<file path="src/rtl/pri_enc_scanner.sv">
// pri_enc_scanner: loads a request vector, then emits the index of each set
// bit, one per accepted handshake, in LSB-first or MSB-first order.
module pri_enc_scanner #(
    parameter int WIDTH     = 8,
    parameter bit MSB_FIRST = 1'b0,
    localparam int IDXW     = $clog2(WIDTH),
    localparam int CNTW     = IDXW + 1
) (
    input  logic             clk,
    input  logic             rst,
    input  logic             en,
    input  logic [WIDTH-1:0] in_vec,
    input  logic             in_valid,
    output logic             in_ready,
    output logic [IDXW-1:0]  out_idx,
    output logic             out_valid,
    input  logic             out_ready,
    output logic             out_last,
    output logic             zero,
    output logic [CNTW-1:0]  served_cnt
);

    typedef enum logic {
        IDLE = 1'b0,
        SCAN = 1'b1
    } state_t;

    state_t           state;
    state_t           state_nxt;
    logic [WIDTH-1:0] pending;
    logic [IDXW-1:0]  enc_idx;
    logic [WIDTH-1:0] enc_sel;
    logic             single;
    logic             load;
    logic             accept;

    // Priority encoder over pending; later loop hits override earlier ones,
    // so the loop walks toward the bit that must win.
    always_comb begin
        enc_idx = '0;
        enc_sel = '0;
        for (int unsigned i = 0; i < WIDTH; i++) begin
            if (MSB_FIRST) begin
                if (pending[i]) begin
                    enc_idx    = IDXW'(i);
                    enc_sel    = '0;
                    enc_sel[i] = 1'b1;
                end
            end else begin
                if (pending[WIDTH-1-i]) begin
                    enc_idx            = IDXW'(WIDTH - 1 - i);
                    enc_sel            = '0;
                    enc_sel[WIDTH-1-i] = 1'b1;
                end
            end
        end
    end

    // Exactly one pending bit left: current index is the final one.
    always_comb begin
        single = (pending != '0) && ((pending & (pending - WIDTH'(1))) == '0);
    end

    // Next-state logic and handshake outputs.
    always_comb begin
        state_nxt = state;
        in_ready  = 1'b0;
        out_valid = 1'b0;
        case (state)
            IDLE: begin
                in_ready = en && !rst;
                if (in_valid && in_ready && (in_vec != '0)) begin
                    state_nxt = SCAN;
                end
            end
            SCAN: begin
                out_valid = en;
                if (out_valid && out_ready && single) begin
                    state_nxt = IDLE;
                end
            end
            default: state_nxt = IDLE;
        endcase
        load     = in_valid && in_ready;
        accept   = out_valid && out_ready;
        out_idx  = out_valid ? enc_idx : '0;
        out_last = out_valid && single;
    end

    // State register.
    always_ff @(posedge clk or posedge rst) begin
        if (rst) begin
            state <= IDLE;
        end else begin
            state <= state_nxt;
        end
    end

    // Pending bits, served count and zero-vector pulse.
    always_ff @(posedge clk or posedge rst) begin
        if (rst) begin
            pending    <= '0;
            served_cnt <= '0;
            zero       <= 1'b0;
        end else begin
            zero <= load && (in_vec == '0);
            if (load) begin
                pending    <= in_vec;
                served_cnt <= '0;
            end else if (accept) begin
                pending    <= pending & ~enc_sel;
                served_cnt <= served_cnt + CNTW'(1);
            end
        end
    end

endmodule

</file>
<file path="config.mk">
export PLATFORM = sky130hd
export DESIGN_NAME = pri_enc_scanner
export DESIGN_NICKNAME = d
export VERILOG_FILES = /design/src/rtl/pri_enc_scanner.sv
export SDC_FILE = /design/constraint.sdc
export NUM_CORES = 1
export LEC_CHECK = 0
export BUFFER_PORTS_ARGS = -buffer_cell sky130_fd_sc_hd__buf_2
export CORE_UTILIZATION = 45
export DETAILED_ROUTE_END_ITERATION = 8
export PLACE_DENSITY_LB_ADDON = 0.1
export RECOVER_POWER = 50
export SETUP_SLACK_MARGIN = 0.05
export SYNTH_ARGS = -nofsm -noshare
export SYNTH_HDL_FRONTEND = slang
export SYNTH_SLANG_ARGS = --single-unit
export TNS_END_PERCENT = 30
</file>
<file path="constraint.sdc">
create_clock -name clk -period 1.9 [get_ports clk]
set_input_delay 0.19 -clock clk [delete_from_list [all_inputs] [get_ports clk]]
set_output_delay 0.19 -clock clk [all_outputs]
set_load 0.05 [all_outputs]
</file>
# Word level (Yosys, flattened, before mapping)
# Index checks and enable logic that the tools add are counted.
totals:
  output_inout_bits: 11
  regBits: 14
op_classes:
  n_reduce_logical: 16
  bitwise: 4
  mux: 26
  add_sub_neg: 2
op_table:
  columns: ["cell", "count"]
  rows:
  - ["8-bit two-way mux", 10]
  - ["3-bit two-way mux", 9]
  - ["8-bit AND", 2]
  - ["8-bit zero test", 2]
  - ["8-bit nonzero test", 2]
  - ["1-bit logical AND", 10]
  - ["4-bit two-way mux", 2]
  - ["8-bit inverter", 1]
  - ["8-bit by 1-bit subtractor with 8-bit output (second input constant)", 1]
  - ["4-bit by 1-bit adder with 4-bit output (second input constant)", 1]
  - ["1-bit two-way mux", 4]
  - ["1-bit one-hot mux with 2 select lines", 1]
  - ["2-bit nonzero test", 1]
  - ["1-bit zero test", 1]
  - ["1-bit inverter", 1]

# Depth between registers and ports, before layout
# Gate-level depths: netlist of the first run.
depth:
  depth_word: 12
  mapped_depth: 5
  depth_no_buf: 4

# Worst setup path after synthesis of the first run
# Ideal clock, no wire load.
synth_path:
  path_kind: "reg-to-output"
  from: "register pending[4]"
  to: "output port out_idx[1]"
  arrival_ns: 3.147
  required_time_ns: 1.710
  stages_incl_launch_ff: 5
  path_slack_ns: -1.437
  cell_sequence: "dfrtp_1 > buf_2 > nor2_1 > o21ai_0 > a2111oi_0"
synth_via:
  elab_chain_len: 6
synth_lines:
  columns: ["item", "line_no", "source"]
  rows:
  - ["from (decl)", "30", "logic [WIDTH-1:0] pending;"]
  - ["from (signal assigned)", "108", "pending <= in_vec;"]
  - ["from (signal assigned)", "111", "pending <= pending & ~enc_sel;"]
  - ["3-bit two-way mux (5 in series)", "50", "if (pending[WIDTH-1-i]) begin"]
  - ["3-bit two-way mux", "86", "out_idx = out_valid ? enc_idx : '0;"]
  - ["to (decl)", "15", "output logic [IDXW-1:0] out_idx,"]
# Every way passes these cells.

# Worst setup path after layout of the first run
layout_path:
  from: "register pending[1]"
  to: "output port out_last"
layout_via:
  elab_chain_len: 5
  word_cells_on_any_way: 6
  classes_between: "add/sub (1); bitwise (1); reduce/logical (4)"
layout_lines:
  columns: ["item", "line_no", "source"]
  rows:
  - ["8-bit by 1-bit subtractor with 8-bit output", "61", "single = (pending != '0) && ((pending & (pending - WIDTH'(1))) == '0);"]
  - ["8-bit AND", "61", null]
  - ["8-bit zero test", "61", null]
  - ["1-bit logical AND (*)", "61", null]
  - ["1-bit logical AND (*)", "87", "out_last = out_valid && single;"]
  - ["to (decl)", "18", "output logic out_last,"]
# Every way passes the cells marked *; elsewhere a longest branch is shown, timed or not.

==> impl_results.rst, run 1 <==
.. list-table::
   :header-rows: 1

   * - Metric
     - Value
   * - Period Utilization, post-route
     - 117%
   * - Number of clock buffers inserted by TritonCTS
     - 3
   * - CP endpoint kind
     - output pin
   * - Cell Int Power
     - approximately 0.00097 W
   * - Antenna violations before repair
     - 0
   * - Global-route congestion overflow total
     - 0
   * - Top cells by area in the synthesized netlist
     - dfrtp_1, a22o_1, nand2_1, o21ai_0, nor2_1
   * - Fmax achieved
     - 0.450 GHz
   * - FFs w/ async S/R, synth
     - 100%
   * - Mux contribution to synthesized area
     - 2.40%
   * - Placed insts
     - 144
   * - Cell type with the largest total area after synthesis
     - dfrtp_1
   * - DR WL/cell
     - ~15 um
   * - Critical path peak fanout
     - 3
   * - Drt first-iter violations
     - 32
   * - Die area
     - 2030 um^2
   * - Fraction of layout instances using a drive strength above 1
     - 33.3%
   * - Final number of setup-violating endpoints
     - 3
   * - Vias after detailed routing
     - 847
   * - Normalized max-slew margin
     - between 60% and 70%
   * - Clock Sinks
     - 14
   * - Dominant combinational cell family by area after synthesis
     - simple AND/OR/NAND/NOR gates
   * - Number of search-and-repair iterations in the first detailed-routing pass
     - 4
   * - Clock transition at the registers of the reported paths
     - 0.08 ns
   * - GRT Total Usage
     - roughly a quarter
   * - Net count of the finished layout
     - 139
   * - Relative contribution of sequential cells to total power
     - 29.5%
   * - Met2 layer wire length in the routed design
     - between 1 and 1.5 mm
   * - Die extent in x
     - 45.0 um
   * - Post-synthesis share of cell area spent on full adders, half adders and majority gates
     - 1.50%
   * - Final hold vios
     - 0
   * - Core footprint
     - 1730 um^2
   * - Clock root cell
     - clkbuf_4
   * - Post-route met1 wirelength
     - approximately 1000 um
   * - Clk network pwr share
     - 8.6%
   * - Initial core utilization
     - 48.3%
   * - Final Instance Area
     - 1120 um^2
   * - Via-to-Cell Ratio
     - 5.72
   * - Total nets after synthesis
     - 107
   * - Path type of the worst setup path
     - reg2out
   * - Vert. Die Dim
     - 45.0 um
   * - Combinational share of power
     - between 60% and 70%
   * - Max Cap Viol
     - 0
   * - Ys flop type
     - dfrtp_1
   * - Antenna diode count
     - 0
   * - Critical Path Source Type
     - register
   * - Worst hold slack
     - roughly 0.13 ns
   * - Data arrival time at the worst-slack endpoint
     - 2.03 ns
   * - Required time of the critical path
     - between 1.5 and 2 ns
   * - Setup tns final
     - -0.350 ns
   * - Total of fill cells in the finished design
     - 155
   * - Maximum number of pins on one net before global-route repair
     - 15
   * - Number of enable-type register cells in the synthesized netlist
     - 0
   * - Global-route wire length before repair
     - 3.38 mm
   * - Power density normalized to cell area
     - 1730 nW/um^2
   * - Area share of the largest cell type after synthesis
     - 42.0%
   * - Sequential cell area in the final layout
     - between 300 and 400 um^2
   * - Instance area after placement
     - 1050 um^2
   * - Final RePlAce weighted congestion
     - 0.788
   * - Seq cells post-synth
     - 14
   * - Failing checks
     - negative setup slack
   * - Post-detailed-route count of antenna-violating nets
     - 0
   * - Net switching component of the power
     - 0.000974 W
   * - Met3 WL
     - around 130 um
   * - # H-tree levels
     - 1
   * - Number of standard-cell rows in the floorplan
     - 15
   * - Input/output buffers
     - 23
   * - Classification of the worst-slack hold path
     - in2reg
   * - Vias in the first global route
     - roughly 760
   * - Basic-gate share of the synthesized area counting and, or, nand and nor cells
     - 25.1%
   * - RSZ-0062 raised after global routing
     - true
   * - Number of instances in the synthesized netlist
     - 93
   * - Clock latency on the worst-skew pair
     - 0.28 ns
   * - Combined area of the multi-input logic cells
     - 507 um^2
   * - Final setup skew
     - 0.00284 ns
   * - I/O pin count
     - 24
   * - DRC errors left
     - 0
   * - Maximum vdd ir drop
     - 782 uV
   * - Max Root-Sink Buffers
     - 2
   * - Compound-cell area share of the yosys netlist
     - 23.0%
   * - Post-synthesis instance area
     - between 800 and 900 um^2
   * - Total wire length after detailed routing
     - 2.16 mm
   * - Sequential cell area fraction in the yosys report
     - a little over two fifths
   * - Final setup margin
     - -0.322 ns
   * - Layout-stage area growth over the synthesis result
     - 34.8%
   * - Shortest clock period the worst path allows after layout
     - 2.22 ns
   * - Count of pins over their slew limit
     - 0
   * - CTS tree
     - done
   * - Xor/xnor cell area share of the yosys netlist
     - under 10%
   * - Yosys warns
     - 0
   * - Top metal layer carrying routed signals
     - met4
   * - Transition time at the pin with the least slew margin
     - 0.589 ns
   * - Post-DP HPWL
     - 1.65 mm
   * - Distinct cells, synth
     - 32
   * - Leakage power figure
     - approximately 0.52 nW
   * - Synth Area per Inst
     - 8.96 um^2
   * - Run status
     - complete, but fails checks
   * - Fraction of power spent switching nets
     - approximately 50%
   * - Finished Layout Cells
     - between 100 and 150
-- per-layer routing --
layer	vias up	track usage, %
li1	405	-
met1	398	34.2
met2	41	35.7
met3	3	3.60
met4	0	9.09
met5	-	0
-- cells in the final DEF, fill, tap and decap left out, types with 2 or more instances in the layout --
cell / instances
a21oi_1: 5
a22o_1: 5
and3_1: 2
buf_2: 15
buf_4: 8
buf_6: 3
clkbuf_1: 4
clkbuf_4: 3
dfrtp_1: 11
dfrtp_2: 3
inv_1: 4
mux2i_1: 2
nand2_1: 11
nand2b_1: 3
nand3_1: 3
nor2_1: 8
nor3_1: 2
nor3_4: 2
nor4_1: 3
o21ai_0: 5
xor2_1: 2
-- power groups by stage --
stage / combinational (W) / clock [W] / sequential (W)
5_1_grt: 0.00128 / 0.000188 / 0.000594
4_1_cts: 0.00115 / 0.000167 / 0.000566
2_1_floorplan: 0.000683 / 0 / 0.000644
6_report: 0.00120 / 0.000166 / 0.000572
3_3_place_gp: 0.00105 / 0 / 0.000552
3_5_place_dp: 0.00107 / 0 / 0.000560
-- cells by family after synthesis --
kind of cell	count (synthesis)
AO/OA/AOI/OAI	25
XOR/XNOR	2
adder cells (fa/ha/maj)	1
buffers and inverters	8
flip-flops	14
multiplexers	2
AND/OR/NAND/NOR	41
-- cell usage after synthesis, drive strengths merged, types with 2 or more instances --
cell	n
and3	2
clkbuf	2
a2111oi	3
nor2	8
a21oi	5
o21ai	6
a22o	5
inv	4
mux2i	2
nand3	3
dfrtp	14
buf	2
nand2	11
nor4	3
nand2b	3
nor3	4
xor2	2
-- state kept, by name (all words and copies together), names as in the netlist --
signal / count
pending: 8
state: 1
zero: 1
served_cnt: 4
-- metrics by stage --
stage / total power [W] / worst slack (ns) / util [%]
4_1_cts: 0.00188 / -0.298 / 64.6
3_3_place_gp: 0.00160 / -0.0817 / 60.7
5_1_grt: 0.00207 / -0.384 / 65.1
6_report: 0.00194 / -0.322 / 65.1
2_1_floorplan: 0.00133 / -0.273 / -
3_5_place_dp: 0.00163 / -0.171 / 60.7
-- worst max-delay path: stages, from the launching register on --
cell and delay (ns):
dfrtp_1 0.40, or4_4 0.53, or3_1 0.38, a31oi_4 0.22, nor3_4 0.05, buf_6 0.16
-- cell type report --
class	count	area share (%)
Inverter	4	1.34
Multi-Input combinational cell	71	45.1
Clock buffer	3	2.00
Tap cell	25	2.78
Timing Repair Buffer	31	17.3
Sequential cell	14	31.5
-- repair_timing --
item | 4_1_cts | 5_1_grt
setup buffers | 0 | 0
endpoints found under the setup margin | 5 | 5
hold endpoints to repair | 14 | 0
hold buffers | 1 | 0
pin swaps | 1 | 1
resized for setup | 12 | 3
-- path summary, 6_finish.rpt --
check                           cells after the start                 startpoint  slack (ns)                   endpoint
worst min register to register                      1  served_cnt[0]$_DFFE_PP0P_        0.53  served_cnt[0]$_DFFE_PP0P_
max in group asynchronous                           3                        rst        0.98     pending[7]$_DFFE_PP0P_
worst max register to register                      5     pending[1]$_DFFE_PP0P_       -0.02            state$_DFF_PP0_
min in group asynchronous                           3                        rst        0.52     pending[0]$_DFFE_PP0P_
worst max-delay path                                5     pending[1]$_DFFE_PP0P_       -0.32                   out_last
worst min-delay path                                3                  in_vec[0]        0.13     pending[0]$_DFFE_PP0P_
(Power assumes the default switching activity.)
==> run 2, diff against run 1 <==
--- a/config.mk
+++ b/config.mk
@@ -7,8 +7,10 @@
 export LEC_CHECK = 0
 export BUFFER_PORTS_ARGS = -buffer_cell sky130_fd_sc_hd__buf_2
+export CAP_MARGIN = 10
 export CORE_UTILIZATION = 45
 export DETAILED_ROUTE_END_ITERATION = 8
 export PLACE_DENSITY_LB_ADDON = 0.1
 export RECOVER_POWER = 50
+export REMOVE_ABC_BUFFERS = 1
 export SETUP_SLACK_MARGIN = 0.05
 export SYNTH_ARGS = -nofsm -noshare
==> constraint.sdc (replaced) <==
create_clock -name clk -period 1.9 [get_ports clk]
set_input_delay 0.095 -clock clk [delete_from_list [all_inputs] [get_ports clk]]
set_output_delay 0.095 -clock clk [all_outputs]
set_load 0.05 [all_outputs]
==> impl_results.rst, run 2 (synthesis gave the netlist of run 1 again) <==
.. list-table::
   :header-rows: 1

   * - Metric
     - Value
   * - Run status
     - complete, but fails checks
   * - Failing checks
     - negative setup slack
   * - CTS tree
     - done
   * - Vias after detailed routing
     - 815 (-3.8%)
   * - Critical path peak fanout
     - 5 (+2)
   * - Relative contribution of sequential cells to total power
     - 31.0% (+1.5 points)
   * - Post-route met1 wirelength
     - 988 um (+1.5%)
   * - Power density normalized to cell area
     - 1690 nW/um^2 (-1.9%)
   * - Combinational share of power
     - 57.1% (-4.8 points)
   * - Post-DP HPWL
     - 1.53 mm (-7.6%)
   * - Hold Path Sink
     - pending[0]$_DFFE_PP0P_
   * - GRT Total Usage
     - 22.6% (-1.1 points)
   * - Layout-stage area growth over the synthesis result
     - 28.2%
   * - Met3 WL
     - 63 um (-53%)
   * - Clock root cell
     - clkbuf_4
   * - Net count of the finished layout
     - 138 (-0.72%)
   * - Max Root-Sink Buffers
     - 2 (unchanged)
   * - Transition time at the pin with the least slew margin
     - 0.596 ns (+0.00653 ns)
   * - DRC errors left
     - 0 (unchanged)
   * - Shortest clock period the worst path allows after layout
     - 2.15 ns (-0.0766 ns)
   * - Via-to-Cell Ratio
     - 5.51 (-3.8%)
   * - Critical Path Source Type
     - register
   * - Antenna diode count
     - 0 (unchanged)
   * - Data arrival time at the worst-slack endpoint
     - 2.05 ns (+0.02 ns)
   * - Clock latency on the worst-skew pair
     - 0.28 ns (about the same)
   * - Global-route wire length before repair
     - 3.33 mm (-1.7%)
   * - Number of search-and-repair iterations in the first detailed-routing pass
     - 4 (unchanged)
   * - Leakage power figure
     - 0.512 nW (-2.3%)
   * - Number of flip-flops in the largest register
     - 8 (unchanged)
   * - Core footprint
     - 1730 um^2 (unchanged)
   * - Final setup margin
     - -0.245 ns (+0.0766 ns)
   * - RSZ-0062 raised after global routing
     - true
   * - Final hold vios
     - 0 (unchanged)
   * - Vias in the first global route
     - 782 (+3.4%)
   * - Global-route congestion overflow total
     - 0 (unchanged)
   * - Drt first-iter violations
     - 10 (-69%)
   * - Die area
     - 2030 um^2 (unchanged)
   * - Total wire length after detailed routing
     - 2.00 mm (-7.3%)
   * - Top metal layer carrying routed signals
     - met4
   * - Required time of the critical path
     - 1.80 ns (+0.09 ns)
   * - Number of standard-cell rows in the floorplan
     - 15 (unchanged)
   * - Maximum number of pins on one net before global-route repair
     - 15 (unchanged)
   * - Classification of the worst-slack hold path
     - in2reg
   * - Destination of the worst register-to-register timing path
     - state$_DFF_PP0_
   * - Source of the worst register-to-register timing path
     - pending[0]$_DFFE_PP0P_
   * - Final setup skew
     - 0.000458 ns (-0.00238 ns)
   * - Largest registers
     - pending x8, served_cnt x4
   * - DR WL/cell
     - 13.5 um (-7.3%)
   * - Max Cap Viol
     - 0 (unchanged)
   * - Number of clock buffers inserted by TritonCTS
     - 3 (unchanged)
   * - Input/output buffers
     - 23 (unchanged)
   * - Antenna violations before repair
     - 0 (unchanged)
   * - I/O pin count
     - 24 (unchanged)
   * - Normalized max-slew margin
     - 60.4% (-0.43 points)
   * - Most frequent standard cell in the layout excluding fill and tap cells
     - buf_2
   * - Worst hold path stage count
     - 3 (unchanged)
   * - Number of cells on the worst reg-to-reg path
     - 4 (-1)
   * - Setup slack of the worst register-to-register path
     - 0.07 ns (+0.09 ns)
   * - Hold path startpoint
     - in_vec[0]
   * - Fraction of power spent switching nets
     - 48.2% (-2.1 points)
   * - Fmax achieved
     - 0.466 GHz (+3.6%)
   * - Clock Sinks
     - 14 (unchanged)
   * - Vert. Die Dim
     - 45.0 um (unchanged)
   * - Count of pins over their slew limit
     - 0 (unchanged)
   * - Overall power consumption
     - 0.00181 W (-6.7%)
   * - Fraction of layout instances using a drive strength above 1
     - 26.8% (-6.5 points)
   * - Reg with most FFs
     - pending
   * - Worst hold slack
     - 0.0177 ns (-0.110 ns)
   * - Post-detailed-route count of antenna-violating nets
     - 0 (unchanged)
   * - Clock transition at the registers of the reported paths
     - 0.09 ns (about the same)
   * - Met2 layer wire length in the routed design
     - 923 um (-10%)
   * - Period Utilization, post-route
     - 113% (-4.0 points)
   * - Net switching component of the power
     - 0.000872 W (-11%)
   * - Commonest cells after routing, fill and taps aside
     - buf_2, dfrtp_1, nand2_1
   * - Maximum vdd ir drop
     - 807 uV (+3.2%)
   * - Cell Int Power
     - 0.000938 W (-2.8%)
   * - Initial core utilization
     - 48.3% (unchanged)
   * - Clk network pwr share
     - 11.9% (+3.3 points)
   * - Final RePlAce weighted congestion
     - 0.781 (-0.89%)
   * - Final number of setup-violating endpoints
     - 1 (-2)
   * - # H-tree levels
     - 1 (unchanged)
   * - Path type of the worst setup path
     - reg2out
   * - Die extent in x
     - 45.0 um (unchanged)
   * - CP endpoint kind
     - output pin
## run 2: cell types whose count changed in the layout (fill, tap and decap cells not counted), sizes merged
cell    before  now
buf         26   24
clkbuf       7    9
## run 2: worst max path at each step
stage | from | endpoint | cells past startpoint
floorplan | pending[4]$_DFFE_PP0P_ | out_idx[1] | 3
global placement | pending[0]$_DFFE_PP0P_ | out_last | 5
detailed placement | pending[0]$_DFFE_PP0P_ | out_last | 5
CTS | pending[0]$_DFFE_PP0P_ | out_last | 5
global route | pending[0]$_DFFE_PP0P_ | out_last | 5
finish | pending[0]$_DFFE_PP0P_ | out_last | 5
## run 2: area by class of cell
class / count / area, um^2
fillers: 165 / 658
multi-input cells: 71 / 460
flip-flops and latches: 14 / 352
repair buffers: 30 / 174
clock buffers: 4 / 36.3
well taps: 25 / 31.3
inverters: 4 / 15.0
## run 2: per-layer routing
layer	vias to the layer above	global-route usage, %
li1	402	-
met1	389	29.4
met2	20	37.4
met3	4	3.60
met4	0	9.09
met5	-	0
## run 2: repair_timing
item,in CTS,in global routing
resized for setup,4,5
setup buffers,0,0
pin swaps,0,0
hold buffers,1,0
hold endpoints to repair,14,0
endpoints found under the setup margin,3,5
## run 2: through the flow
step,util (%),setup WS [ns],instances,instance area (um^2),TNS (ns)
3_5_place_dp,58.3,-0.0318,143,1010,-0.0318
2_1_floorplan,-,-1.31,89,816,-5.94
6_report,61.9,-0.245,148,1070,-0.245
5_1_grt,61.9,-0.320,148,1070,-0.358
4_1_cts,61.9,-0.232,148,1070,-0.232
3_3_place_gp,58.3,-0.00462,143,1010,-0.00462
## run 2: power by group through the flow
stage	sequential, W	combinational [W]	clock (W)
2_1_floorplan	0.000658	0.000571	0
3_3_place_gp	0.000549	0.000967	0
3_5_place_dp	0.000557	0.000975	0
4_1_cts	0.000554	0.00103	0.000221
5_1_grt	0.000584	0.00112	0.000231
6_report	0.000561	0.00103	0.000216
## run 2: critical path: stages, from the launching register on
cell and delay [ns]:
dfrtp_1 0.39, or4_4 0.58, or3_1 0.35, a31oi_2 0.18, nor3_1 0.08, buf_4 0.19
==> run 3, diff against run 2 <==
- CORE_UTILIZATION: 45 -> 46
- CTS_CLUSTER_DIAMETER: not set -> 50
- GPL_ROUTABILITY_DRIVEN: not set -> 1
- clock period: 1.9 -> 2.52 ns (I/O delays scaled with it)
==> impl_results.rst, run 3 (synthesis gave the netlist of run 1 again) <==
.. list-table::
   :header-rows: 1

   * - Metric
     - Value
   * - Antenna violations before repair
     - 0 (unchanged)
   * - Final Instance Area
     - 1000 um^2 (-6.0%)
   * - Count of buffering cells on the critical path with inverters included
     - 1 (unchanged)
   * - Number of cells on the worst reg-to-reg path
     - 4 (unchanged)
   * - Shortest clock period the worst path allows after layout
     - 2.36 ns
   * - Vert. Die Dim
     - 44.6 um (-1.0%)
   * - Number of search-and-repair iterations in the first detailed-routing pass
     - 4 (unchanged)
   * - Max Root-Sink Buffers
     - 2 (unchanged)
   * - Run status
     - finished clean
   * - Worst hold path stage count
     - 3 (unchanged)
   * - Fmax achieved
     - 0.424 GHz
   * - Transition time at the pin with the least slew margin
     - 0.591 ns (-0.00465 ns)
   * - CTS tree
     - done
   * - Count of pins over their slew limit
     - 0 (unchanged)
   * - CP max-delay cell
     - or4_4
   * - Power density normalized to cell area
     - 1250 nW/um^2 (-26%)
   * - Post-detailed-route count of antenna-violating nets
     - 0 (unchanged)
   * - Destination of the worst register-to-register timing path
     - state$_DFF_PP0_
   * - Global-route wire length before repair
     - 3.15 mm (-5.4%)
   * - Maximum vdd ir drop
     - 671 uV (-17%)
   * - Source of the worst register-to-register timing path
     - pending[0]$_DFFE_PP0P_
   * - Required time of the critical path
     - 2.39 ns (+0.59 ns)
   * - Initial core utilization
     - 48.8% (+0.53 points)
   * - Vias in the first global route
     - 689 (-12%)
   * - Post-DP HPWL
     - 1.43 mm (-6.3%)
   * - GRT Total Usage
     - 22.5% (-0.16 points)
   * - Die extent in x
     - 44.6 um (-1.0%)
   * - Clock latency on the worst-skew pair
     - 0.29 ns (about the same)
   * - Period Utilization, post-route
     - between 90% and 100%
   * - Vias after detailed routing
     - 789 (-3.2%)
   * - RSZ-0062 raised after global routing
     - false
   * - CP endpoint kind
     - output pin
   * - Cell family contributing the most delay on the critical path
     - simple AND/OR/NAND/NOR gates
   * - Clock transition at the registers of the reported paths
     - 0.09 ns (about the same)
   * - Maximum number of pins on one net before global-route repair
     - 15 (unchanged)
   * - Largest registers
     - pending x8, served_cnt x4
   * - Final hold vios
     - 0 (unchanged)
   * - I/O pin count
     - 24 (unchanged)
   * - Final core utilization
     - 58.8% (-3.1 points)
   * - Layout-stage area growth over the synthesis result
     - 20.6%
   * - Clock root cell
     - clkbuf_4
   * - Total wire length after detailed routing
     - 1.88 mm (-5.9%)
   * - Total of fill cells in the finished design
     - 163 (-1.2%)
   * - Final setup skew
     - 0.00330 ns (+0.00284 ns)
   * - Input/output buffers
     - 23 (unchanged)
   * - Reg with most FFs
     - pending
   * - Leakage power figure
     - 0.479 nW (-6.4%)
   * - Path type of the worst setup path
     - reg2out
   * - Normalized max-slew margin
     - 60.7% (+0.31 points)
   * - Drt first-iter violations
     - 34 (+24)
   * - Hold path startpoint
     - in_vec[0]
   * - Instance area after placement
     - 962 um^2 (-4.5%)
   * - Setup slack after placement
     - 0.408 ns (+0.440 ns)
   * - # H-tree levels
     - 1 (unchanged)
   * - Data arrival time at the worst-slack endpoint
     - 2.23 ns (+0.18 ns)
   * - Classification of the worst-slack hold path
     - in2reg
   * - Die area
     - 1990 um^2 (-2.1%)
   * - Critical Path Source Type
     - register
   * - Net count of the finished layout
     - 132 (-4.3%)
   * - Max stage delay on crit path
     - 0.61 ns (+0.03 ns)
   * - Critical path peak fanout
     - 8 (+3)
   * - Max Cap Viol
     - 0 (unchanged)
   * - Number of standard-cell rows in the floorplan
     - 15 (unchanged)
   * - Final setup margin
     - 0.160 ns (+0.405 ns)
   * - DRC errors left
     - 0 (unchanged)
   * - Setup slack of the worst register-to-register path
     - 0.63 ns (+0.56 ns)
   * - Via-to-Cell Ratio
     - 5.56 (+0.90%)
   * - Number of flip-flops in the largest register
     - 8 (unchanged)
   * - Commonest cells after routing, fill and taps aside
     - buf_2, dfrtp_1, nand2_1
   * - Fraction of layout instances using a drive strength above 1
     - 20.5% (-6.3 points)
   * - Number of clock buffers inserted by TritonCTS
     - 3 (unchanged)
   * - DR WL/cell
     - 13.3 um (-2.0%)
   * - Clock Sinks
     - 14 (unchanged)
   * - Final number of setup-violating endpoints
     - 0 (-1)
   * - Cell chain of the critical path
     - or4_4 -> or3_1 -> a31oi_1 -> nor3_1 -> buf_2
   * - Antenna diode count
     - 0 (unchanged)
   * - Final RePlAce weighted congestion
     - 0.753 (-3.6%)
   * - Global-route congestion overflow total
     - 0 (unchanged)
   * - Most frequent standard cell in the layout excluding fill and tap cells
     - buf_2
   * - Core footprint
     - 1710 um^2 (-1.1%)
   * - Hold Path Sink
     - pending[0]$_DFFE_PP0P_
   * - Buffers inserted by post-CTS timing repair
     - 0 (unchanged)
[run 3: changes by cell type in the layout (fill, tap and decap cells not counted), sizes merged]
cell / before / now
clkbuf: 9 / 10
buf: 24 / 17
[run 3: power by group]
part           internal [W]  switching [W]
combinational      0.000227       0.000406
clock             0.0000881      0.0000818
sequential         0.000307       0.000143
total              0.000622       0.000631
[run 3: worst register-to-register path: stages (launching register included)]
cell       delay (ns)
dfrtp_1          0.46
or4_4            0.61
a2111oi_4        0.20
a31oi_1          0.11
o32a_2           0.40
[run 3: layout make-up]
class                      count  area [um^2]  area share [%]
clock buffer                   4         36.3            3.61
inverter                       4         15.0            1.49
multi-input combinational     71          454            45.2
sequential                    14          350            34.9
tap                           25         31.3            3.11
timing repair buffer          24          118            11.7
[run 3: metrics by stage]
step	power (W)	setup TNS (ns)	hold WS, ns	cells
floorplan	0.000926	-0.782	0.0152	89
global placement	0.00107	0	0.216	137
detailed placement	0.00108	0	0.211	137
CTS	0.00125	0	0.0431	142
global route	0.00135	0	0.0464	142
finish	0.00125	0	0.0419	142
[run 3: how the worst max path moves through the flow]
stage | start | end | cells past startpoint
2_1_floorplan | pending[4]$_DFFE_PP0P_ | out_idx[1] | 3
3_3_place_gp | pending[0]$_DFFE_PP0P_ | out_last | 5
3_5_place_dp | pending[0]$_DFFE_PP0P_ | out_last | 5
4_1_cts | pending[0]$_DFFE_PP0P_ | out_last | 5
5_1_grt | pending[0]$_DFFE_PP0P_ | out_last | 5
6_report | pending[0]$_DFFE_PP0P_ | out_last | 5
[run 3: what timing repair did]
action | CTS | global route
setup endpoints to repair | 0 | 1
gates resized for setup | 0 | 1
hold buffers | 1 | 0
hold endpoints to repair | 14 | 0
[run 3: routing by layer]
metal	wire length, um	vias to the layer above	global-route usage (%)
met5	0	-	0
met4	31	0	10.9
met3	97	4	5.71
met2	845	25	33.2
met1	907	372	30.5
li1	-	388	-
